--- src/rtl/cpu_ctrl_pkg.sv ---
// Purpose: shared encodings for the instruction-driven datapath controller.
// Latency: n/a (constants, types and a helper function only).
// Backpressure: n/a.
package cpu_ctrl_pkg;

  // Sequencer states
  localparam logic [2:0] ST_IDLE   = 3'd0;
  localparam logic [2:0] ST_FETCH  = 3'd1;
  localparam logic [2:0] ST_DECODE = 3'd2;
  localparam logic [2:0] ST_EXEC   = 3'd3;
  localparam logic [2:0] ST_HALT   = 3'd4;

  // Instruction op field [15:12]
  localparam logic [3:0] OP_NOP  = 4'h0;
  localparam logic [3:0] OP_ADD  = 4'h1;
  localparam logic [3:0] OP_SUB  = 4'h2;
  localparam logic [3:0] OP_AND  = 4'h3;
  localparam logic [3:0] OP_OR   = 4'h4;
  localparam logic [3:0] OP_XOR  = 4'h5;
  localparam logic [3:0] OP_ADDI = 4'h9;
  localparam logic [3:0] OP_SUBI = 4'hA;
  localparam logic [3:0] OP_MOVI = 4'hB;
  localparam logic [3:0] OP_HALT = 4'hF;

  // ALU operation codes driven on opcode
  localparam logic [7:0] ALU_AND = 8'h01;
  localparam logic [7:0] ALU_OR  = 8'h02;
  localparam logic [7:0] ALU_XOR = 8'h03;
  localparam logic [7:0] ALU_ADD = 8'h05;
  localparam logic [7:0] ALU_SUB = 8'h09;
  localparam logic [7:0] ALU_MOV = 8'h0D;

  // Fault codes
  localparam logic [1:0] FAULT_NONE    = 2'b00;
  localparam logic [1:0] FAULT_ILLEGAL = 2'b01;
  localparam logic [1:0] FAULT_TIMEOUT = 2'b10;

  // Datapath control bundle, registered as one unit in the sequencer
  typedef struct packed {
    logic [15:0] immediate;
    logic [15:0] enable;
    logic [4:0]  control1;
    logic [4:0]  control2;
    logic        imm_control;
    logic [7:0]  opcode;
    logic        buff_en;
  } ctrl_bundle_t;

  // Mux select for register Rn is n+1 so that 0 can mean "no operand"
  function automatic logic [4:0] mux_sel(input logic [3:0] r);
    return {1'b0, r} + 5'd1;
  endfunction

endpackage

--- src/rtl/instr_decode_comb.sv ---
// Purpose: pure decode of one 16-bit instruction word into the datapath control bundle.
// Latency: combinational, zero cycles.
// Backpressure: none; output follows the input word continuously.
module instr_decode_comb
  import cpu_ctrl_pkg::*;
(
  input  logic [15:0]  instr,
  output ctrl_bundle_t bundle,
  output logic         is_halt,
  output logic         illegal
);

  logic [3:0] op;
  logic [3:0] rd;
  logic [3:0] ra;
  logic [3:0] rb;

  assign op = instr[15:12];
  assign rd = instr[11:8];
  assign ra = instr[7:4];
  assign rb = instr[3:0];

  // Map the op field onto enables, mux selects, immediate and ALU code
  always_comb begin
    bundle  = '0;
    is_halt = 1'b0;
    illegal = 1'b0;
    case (op)
      OP_NOP: begin
        // all-zero bundle: no write, ALU output not driven
      end
      OP_ADD, OP_SUB, OP_AND, OP_OR, OP_XOR: begin
        bundle.enable   = 16'b1 << rd;
        bundle.control1 = mux_sel(ra);
        bundle.control2 = mux_sel(rb);
        bundle.buff_en  = 1'b1;
        case (op)
          OP_ADD:  bundle.opcode = ALU_ADD;
          OP_SUB:  bundle.opcode = ALU_SUB;
          OP_AND:  bundle.opcode = ALU_AND;
          OP_OR:   bundle.opcode = ALU_OR;
          default: bundle.opcode = ALU_XOR;
        endcase
      end
      OP_ADDI, OP_SUBI, OP_MOVI: begin
        bundle.immediate   = {{8{instr[7]}}, instr[7:0]};
        bundle.enable      = 16'b1 << rd;
        bundle.imm_control = 1'b1;
        bundle.buff_en     = 1'b1;
        // MOVI ignores the left operand, so its left mux is left unselected
        bundle.control1    = (op == OP_MOVI) ? 5'd0 : mux_sel(rd);
        case (op)
          OP_ADDI: bundle.opcode = ALU_ADD;
          OP_SUBI: bundle.opcode = ALU_SUB;
          default: bundle.opcode = ALU_MOV;
        endcase
      end
      OP_HALT: begin
        is_halt = 1'b1;
      end
      default: begin
        illegal = 1'b1;
      end
    endcase
  end

endmodule

--- src/rtl/instr_decode_seq.sv ---
// Purpose: fetch/decode/execute sequencer driving the 16-bit datapath control bundle.
// Latency: instr accept -> EXEC bundle 2 cycles; 3 cycles per instruction with zero-wait memory.
// Backpressure: fetch_req and pc hold until instr_valid; TIMEOUT waiting cycles -> HALT, fault 10.
module instr_decode_seq
  import cpu_ctrl_pkg::*;
#(
  parameter int ADDR_W  = 8,
  parameter int TIMEOUT = 15
) (
  input  logic              clk,
  input  logic              reset,
  input  logic              start,
  output logic              fetch_req,
  output logic [ADDR_W-1:0] pc,
  input  logic              instr_valid,
  input  logic [15:0]       instr,
  output logic [15:0]       immediate,
  output logic [15:0]       enable,
  output logic [4:0]        control1,
  output logic [4:0]        control2,
  output logic              imm_control,
  output logic [7:0]        opcode,
  output logic              buff_en,
  output logic              busy,
  output logic [1:0]        fault
);

  // Last waiting-cycle count before the fetch is abandoned
  localparam logic [3:0] WAIT_LAST = 4'(TIMEOUT - 1);

  logic [2:0]   state;
  logic [3:0]   wait_cnt;
  logic [15:0]  instr_q;
  ctrl_bundle_t bundle_q;
  ctrl_bundle_t dec_bundle;
  logic         dec_halt;
  logic         dec_illegal;

  instr_decode_comb u_decode (
    .instr   (instr_q),
    .bundle  (dec_bundle),
    .is_halt (dec_halt),
    .illegal (dec_illegal)
  );

  // Sequencer: state, pc, fetch timeout, latched word, fault and the output bundle
  always_ff @(posedge clk or negedge reset) begin
    if (!reset) begin
      state    <= ST_IDLE;
      pc       <= '0;
      wait_cnt <= '0;
      instr_q  <= '0;
      bundle_q <= '0;
      fault    <= FAULT_NONE;
    end else begin
      case (state)
        ST_IDLE, ST_HALT: begin
          if (start) begin
            state    <= ST_FETCH;
            pc       <= '0;
            wait_cnt <= '0;
            fault    <= FAULT_NONE;
          end
        end
        ST_FETCH: begin
          if (instr_valid) begin
            instr_q  <= instr;
            wait_cnt <= '0;
            state    <= ST_DECODE;
          end else if (wait_cnt == WAIT_LAST) begin
            wait_cnt <= '0;
            fault    <= FAULT_TIMEOUT;
            state    <= ST_HALT;
          end else begin
            wait_cnt <= wait_cnt + 4'd1;
          end
        end
        ST_DECODE: begin
          if (dec_illegal) begin
            fault <= FAULT_ILLEGAL;
            state <= ST_HALT;
          end else if (dec_halt) begin
            state <= ST_HALT;
          end else begin
            // bundle becomes visible during EXEC only
            bundle_q <= dec_bundle;
            state    <= ST_EXEC;
          end
        end
        ST_EXEC: begin
          bundle_q <= '0;
          pc       <= pc + ADDR_W'(1);
          state    <= ST_FETCH;
        end
        default: begin
          state <= ST_IDLE;
        end
      endcase
    end
  end

  // Handshake and status follow the state directly so reset clears them at once
  always_comb begin
    fetch_req = (state == ST_FETCH);
    busy      = (state == ST_FETCH) || (state == ST_DECODE) || (state == ST_EXEC);
  end

  assign immediate   = bundle_q.immediate;
  assign enable      = bundle_q.enable;
  assign control1    = bundle_q.control1;
  assign control2    = bundle_q.control2;
  assign imm_control = bundle_q.imm_control;
  assign opcode      = bundle_q.opcode;
  assign buff_en     = bundle_q.buff_en;

endmodule
--- config.mk ---
export PLATFORM = sky130hd
export DESIGN_NAME = instr_decode_seq
export DESIGN_NICKNAME = d
export VERILOG_FILES = /design/src/rtl/cpu_ctrl_pkg.sv /design/src/rtl/instr_decode_comb.sv /design/src/rtl/instr_decode_seq.sv
export SDC_FILE = /design/constraint.sdc
export NUM_CORES = 1
export LEC_CHECK = 0
export BUFFER_PORTS_ARGS = -buffer_cell sky130_fd_sc_hd__buf_2
export CORE_MARGIN = 1
export CORE_UTILIZATION = 25
export CTS_BUF_LIST = sky130_fd_sc_hd__clkbuf_8
export CTS_CLUSTER_DIAMETER = 100
export CTS_CLUSTER_SIZE = 20
export DETAILED_ROUTE_END_ITERATION = 6
export PLACE_DENSITY_LB_ADDON = 0.2
export SYNTH_ARGS = -nofsm -noshare
export SYNTH_HDL_FRONTEND = slang
export SYNTH_SLANG_ARGS = --single-unit
--- constraint.sdc ---
create_clock -name clk -period 3.8 [get_ports clk]
set_input_delay 0 -clock clk [delete_from_list [all_inputs] [get_ports clk]]
set_output_delay 0 -clock clk [all_outputs]
set_load 0.01 [all_outputs]
Word level (Yosys, flattened, before mapping)
Index checks and enable logic that the tools add are counted.
Widths: inputs -> output; s select.

word-level totals
  register bits = 85
  output and inout port bits = 64
  logic and storage cells = 86
  input bits = 20

cells by class
  shifts and indexed selects = 1
  reductions and logical operators = 18
  mux-type cells = 29
  equality and inequality tests = 21
  add/sub/neg operators = 5

operators by type and width
  kind                  count
  $mux 52               2
  $pmux 52 s2           1
  $pmux 21 s2           1
  $eq 4x4->1 const B    5
  $mux 16               1
  $pmux 4 s2            2
  $pmux 4 s4            1
  $pmux 8 s2            1
  $shl 1x4->16 const A  1
  $add 4x1->5 const B   3
  $mux 3                5
  $mux 4                3
  $pmux 3 s4            1
  $mux 5                2
  $ne 2x2->1 const B    5
  $pmux 5 s2            1
  $reduce_or 10->1      1
  $add 8x1->8 const B   1
  $eq 4x2->1 const B    2
  $eq 4x3->1 const B    2
  $mux 2                4
  $mux 8                1
  $reduce_and 2->1      4
  $eq 3x2->1 const B    2
  18 further kinds      22

Longest topological paths before layout
  depth after elaboration = 6
  mapped depth = 6
  depth with buffers taken out = 6

By module
From an unflattened synthesis, not the netlist that was laid out.

second synthesis, totals
  cell total of the unflattened synthesis = 352
  area total of the unflattened synthesis = 4137.7 um^2

by module, submodules not included
  module             area each (um^2)  seq. area each (um^2)  instances  cells each
  instr_decode_seq   3487.1            2127.0                 1          244
  instr_decode_comb  650.6             0.0                    1          108

Least setup slack after synthesis
Ideal clock, no wire load.

  path kind = flip-flop to flip-flop
  start = reg state[1]
  end = reg instr_q[10]
  setup time = 0.125 ns
  period minus slack after synthesis = 1.551 ns
  path buffers = 2
  setup slack = 2.249 ns
  data required time = 3.675 ns
  arrival time = 1.426 ns
  stages on the path, launching flop included = 7
  cell sequence = dfrtp_1 nand2b_1 nor2_2 and2_1 buf_6 buf_6 mux2_4

on the way
  cells in the longest elaborated chain, start to end = 2

RTL lines
  what                        RTL line                text
  from (decl)                 instr_decode_seq.sv:31  logic [2:0] state;
  from (signal assigned)      instr_decode_seq.sv:49  state <= ST_IDLE;
  from (signal assigned)      instr_decode_seq.sv:59  state <= ST_FETCH;
  from (signal assigned)      instr_decode_seq.sv:69  state <= ST_DECODE;
  $eq 3x1->1                  n/a
  via fetch_req               instr_decode_seq.sv:13  output logic fetch_req,
  $reduce_and 2->1 (no line)  n/a
  to (signal assigned)        instr_decode_seq.sv:67  instr_q <= instr;
  to (decl)                   instr_decode_seq.sv:33  logic [15:0] instr_q;

The timed path passes the listed nets, and every way through them passes these cells.
A chain may end at the register's enable or synchronous reset.

Worst setup path after layout
  start = reg state[0]
  end = reg instr_q[1]

on the way
  cells in the longest elaborated chain, start to end = 2

RTL lines
  what                        RTL line                text
  $eq 3x1->1                  instr_decode_seq.sv:56  case (state)
  $reduce_and 2->1 (no line)  n/a

No other way between the ends.

==> results.json <==
{
  "status": "complete, no violations",
  "cts.sinks": 73,
  "htree_levels": 3,
  "cp-end-kind": "register",
  "arrival_ns": 2.51,
  "post_drt_wl_per_cell_um": 14.59,
  "fin_cells": 553,
  "p_seq_share_pct": 41.5,
  "drt_wl_total_um": 8068,
  "p_int_mw": 2.020,
  "power_density_mw_per_mm2": 771.1,
  "drive_above_1_share_pct": 31.83,
  "clk_pin_slew_ns": 0.07,
  "timing.rr.start": "state[0]",
  "setup_viol": 0,
  "synth_area_sq_mm": 0.003430,
  "dieWidth_um": 119.1,
  "ant_nets": 0,
  "diodes": 0,
  "yosys_warnings": 0,
  "pwr-share-comb_pct": 37.9,
  "crit_path_start_kind": "register",
  "seqCellArea_sq_mm": 0.001827,
  "die_h_um": 119.1,
  "start_util_pct": 25.80,
  "slowest_delay_ns": 0.86,
  "io_pins": 84,
  "rsz0062_at_grt": "false",
  "place_inst": 519,
  "core-area_sq_mm": 0.01330,
  "crit_end": "instr_q[1]",
  "rrSetupSlack_ns": 1.52,
  "r2r_cells": 4,
  "crit_type": "register to register",
  "synth_cells": 287,
  "ys_types": 48,
  "startpoint": "state[0]",
  "hold_path.class": "input pin to register",
  "synth_edf_count": 0,
  "ys.flop_type": "dfrtp_1",
  "nets": 403,
  "irDropWorstVdd_mv": 0.3373,
  "hold_viol": 0,
  "synth_seq_cells": 73,
  "multi_input_area_sq_mm": 0.001399,
  "switching_share_pct": 38.80,
  "vias": 2494,
  "p_leak_nw": 2.143,
  "syn_avg_cell_area_sq_um": 11.95,
  "required_ns": 4.03,
  "cts_tree": "built",
  "maxSlewHeadroom_pct": 28.97,
  "grt_pass1_vias": 2464,
  "clock_path_buffers": 2,
  "cts_setup_buffers": 0,
  "area_delta_synth_final_pct": 24.81,
  "min_period_over_period_pct": 59.94,
  "clkPwrFrac_pct": 20.6,
  "grt_usage_pct": 12.21,
  "hpwl_um": 5688,
  "grt_max_degree": 74,
  "n_fill_cell": 1357,
  "tns_ns": 0,
  "fin_crit_ns": 2.278,
  "r2r_end": "instr_q[1]",
  "netSwitchingPower_mw": 1.281,
  "clock_skew_ns": 0.01600,
  "clock_latency_ns": 0.36,
  "drt_pre_antenna_iters": 4,
  "cp_cell_sequence": "nand2b_1 > nor2_2 > and2_1 > mux2_2",
  "cp_max_fo": 17,
  "dp_slack_ns": 1.453,
  "final_max_slew_viol_count": 0,
  "synthArstFlopShare_pct": 100.0,
  "portBuffers": 79,
  "grt_overflow_total": 0,
  "numCtsBuffers": 9,
  "viasPerCell": 4.510,
  "remaining_drc_errors": 0,
  "antenna_found_initial": 0,
  "ys_seq_area_share_pct": 53.27,
  "cp_slowest_cell": "and2_1",
  "fmax_mhz": 439.0,
  "die_area_sq_mm": 0.01419,
  "placementRows": 42,
  "worst_pin_slew_ns": 1.065,
  "gp_congestion": 0.7368,
  "final.setup.worst_slack_ns": 1.522,
  "clock-root-buffer": "clkbuf_8",
  "maxCapViolations": 0,
  "drt_iter0_markers": 139,
  "grt_pass1_wl_um": 13460
}
[worst min-delay path by stage]
stage | startpoint | end | slack (ns) | cells past startpoint
after floorplan | reset | buff_en | -0.30 | 0
after global placement | reset | imm_control | 0.22 | 1
after detailed placement | reset | imm_control | 0.21 | 1
after CTS | instr_valid | fault[1] | 0.03 | 4
after global routing | instr_valid | fault[1] | 0.06 | 4
final | instr_valid | fault[1] | 0.03 | 4
[cell usage after synthesis (all sizes together) (4+ instances only)]
| cell | number | share of area (%) |
|---|---|---|
| nor3b | 4 | 1.2 |
| inv | 8 | 0.88 |
| ha | 11 | 4.0 |
| nor2 | 9 | 1.1 |
| nand2b | 6 | 1.1 |
| nand2 | 23 | 2.5 |
| nand3 | 16 | 2.3 |
| buf | 24 | 5.1 |
| a32o | 8 | 2.3 |
| mux2 | 16 | 6.2 |
| o221ai | 4 | 1.0 |
| a22o | 17 | 4.3 |
| o21ai | 15 | 2.2 |
| xor2 | 4 | 1.0 |
| dfrtp | 73 | 53 |
| a21o | 5 | 1.1 |
[layout by cell type, fill, tap and decap left out, types with 3 or more instances in the layout]
cell type / n
a21o_1: 5
a21oi_1: 3
a22o_1: 17
a32o_1: 8
and2_1: 3
buf_2: 78
clkbuf_8: 9
conb_1: 4
dfrtp_1: 73
dlygate4sd3_1: 18
ha_1: 11
inv_1: 9
mux2_2: 7
mux2_4: 9
nand2_1: 23
nand2b_1: 6
nand3_1: 16
nor2_1: 8
nor3b_1: 3
o21ai_0: 15
o221ai_1: 4
xnor2_1: 3
xor2_1: 4
[metal layers]
layer	wire (um)	share of wire (%)	up-vias	track usage [%]
li1	-	-	1193	-
met1	3905	48	1217	16.69
met2	3563	44	77	18.02
met3	500	6.2	7	3.879
met4	98	1.2	0	4.272
met5	0	0	-	0
[worst max-delay path: cells and delay by family (launching register included)]
kind / cells / cell delay (ns)
flops: 1 / 0.61
mux: 1 / 0.42
simple gates: 3 / 1.15
[area by class of cell]
type                       count  share of cell area [%]
timing repair buffer          98                   13.68
inverter                       8                  0.7015
multi-input combinational    182                   32.68
tap                          176                   5.145
clock buffer                   9                   2.894
clock inverter                 7                   2.222
sequential                    73                   42.68
[sequential cells by signal, summed over array words and instances, names as in the netlist]
name         flops
enable          16
instr_q         16
immediate        8
pc               8
control1         5
control2         5
opcode           4
wait_cnt         4
state            3
fault            2
buff_en          1
imm_control      1
[timing repair]
action / in CTS / in global routing
hold endpoints to repair: 90 / 0
hold buffers: 18 / 0
resized for setup: 0 / 0
[power groups by stage]
| stage | registers [mW] | logic [mW] | clock network (mW) |
|---|---|---|---|
| 5_1_grt | 1.43 | 1.40 | 0.733 |
| 6_report | 1.37 | 1.25 | 0.678 |
| 3_5_place_dp | 1.39 | 1.26 | 0 |
| 2_1_floorplan | 1.32 | 0.941 | 0 |
| 4_1_cts | 1.38 | 1.28 | 0.702 |
| 3_3_place_gp | 1.39 | 1.25 | 0 |
[stage by stage]
stage	utilization, %	hold WS, ns	instance area (sq um)	power (mW)
after floorplan	-	-0.2956	3441	2.265
after global placement	29.19	0.2195	3881	2.637
after detailed placement	29.19	0.2146	3881	2.650
after CTS	32.19	0.02784	4280	3.356
after global routing	32.19	0.05829	4280	3.564
final	32.19	0.02917	4280	3.300
[kinds of logic (layout without fill, tap and decap cells)]
| group | after synthesis | in the layout | synth area share [%] |
|---|---|---|---|
| buf+inv | 35 | 122 | 6.275 |
| mux | 18 | 18 | 6.822 |
| flops | 73 | 73 | 53.27 |
| simple gates | 74 | 74 | 11.64 |
| xor+xnor | 7 | 7 | 1.788 |
| fa+ha+maj | 11 | 11 | 4.013 |
| compound gates | 68 | 68 | 16.09 |
| other cells | 1 | 4 | 0.1093 |
Note: power is estimated with default switching activity, not from simulation.
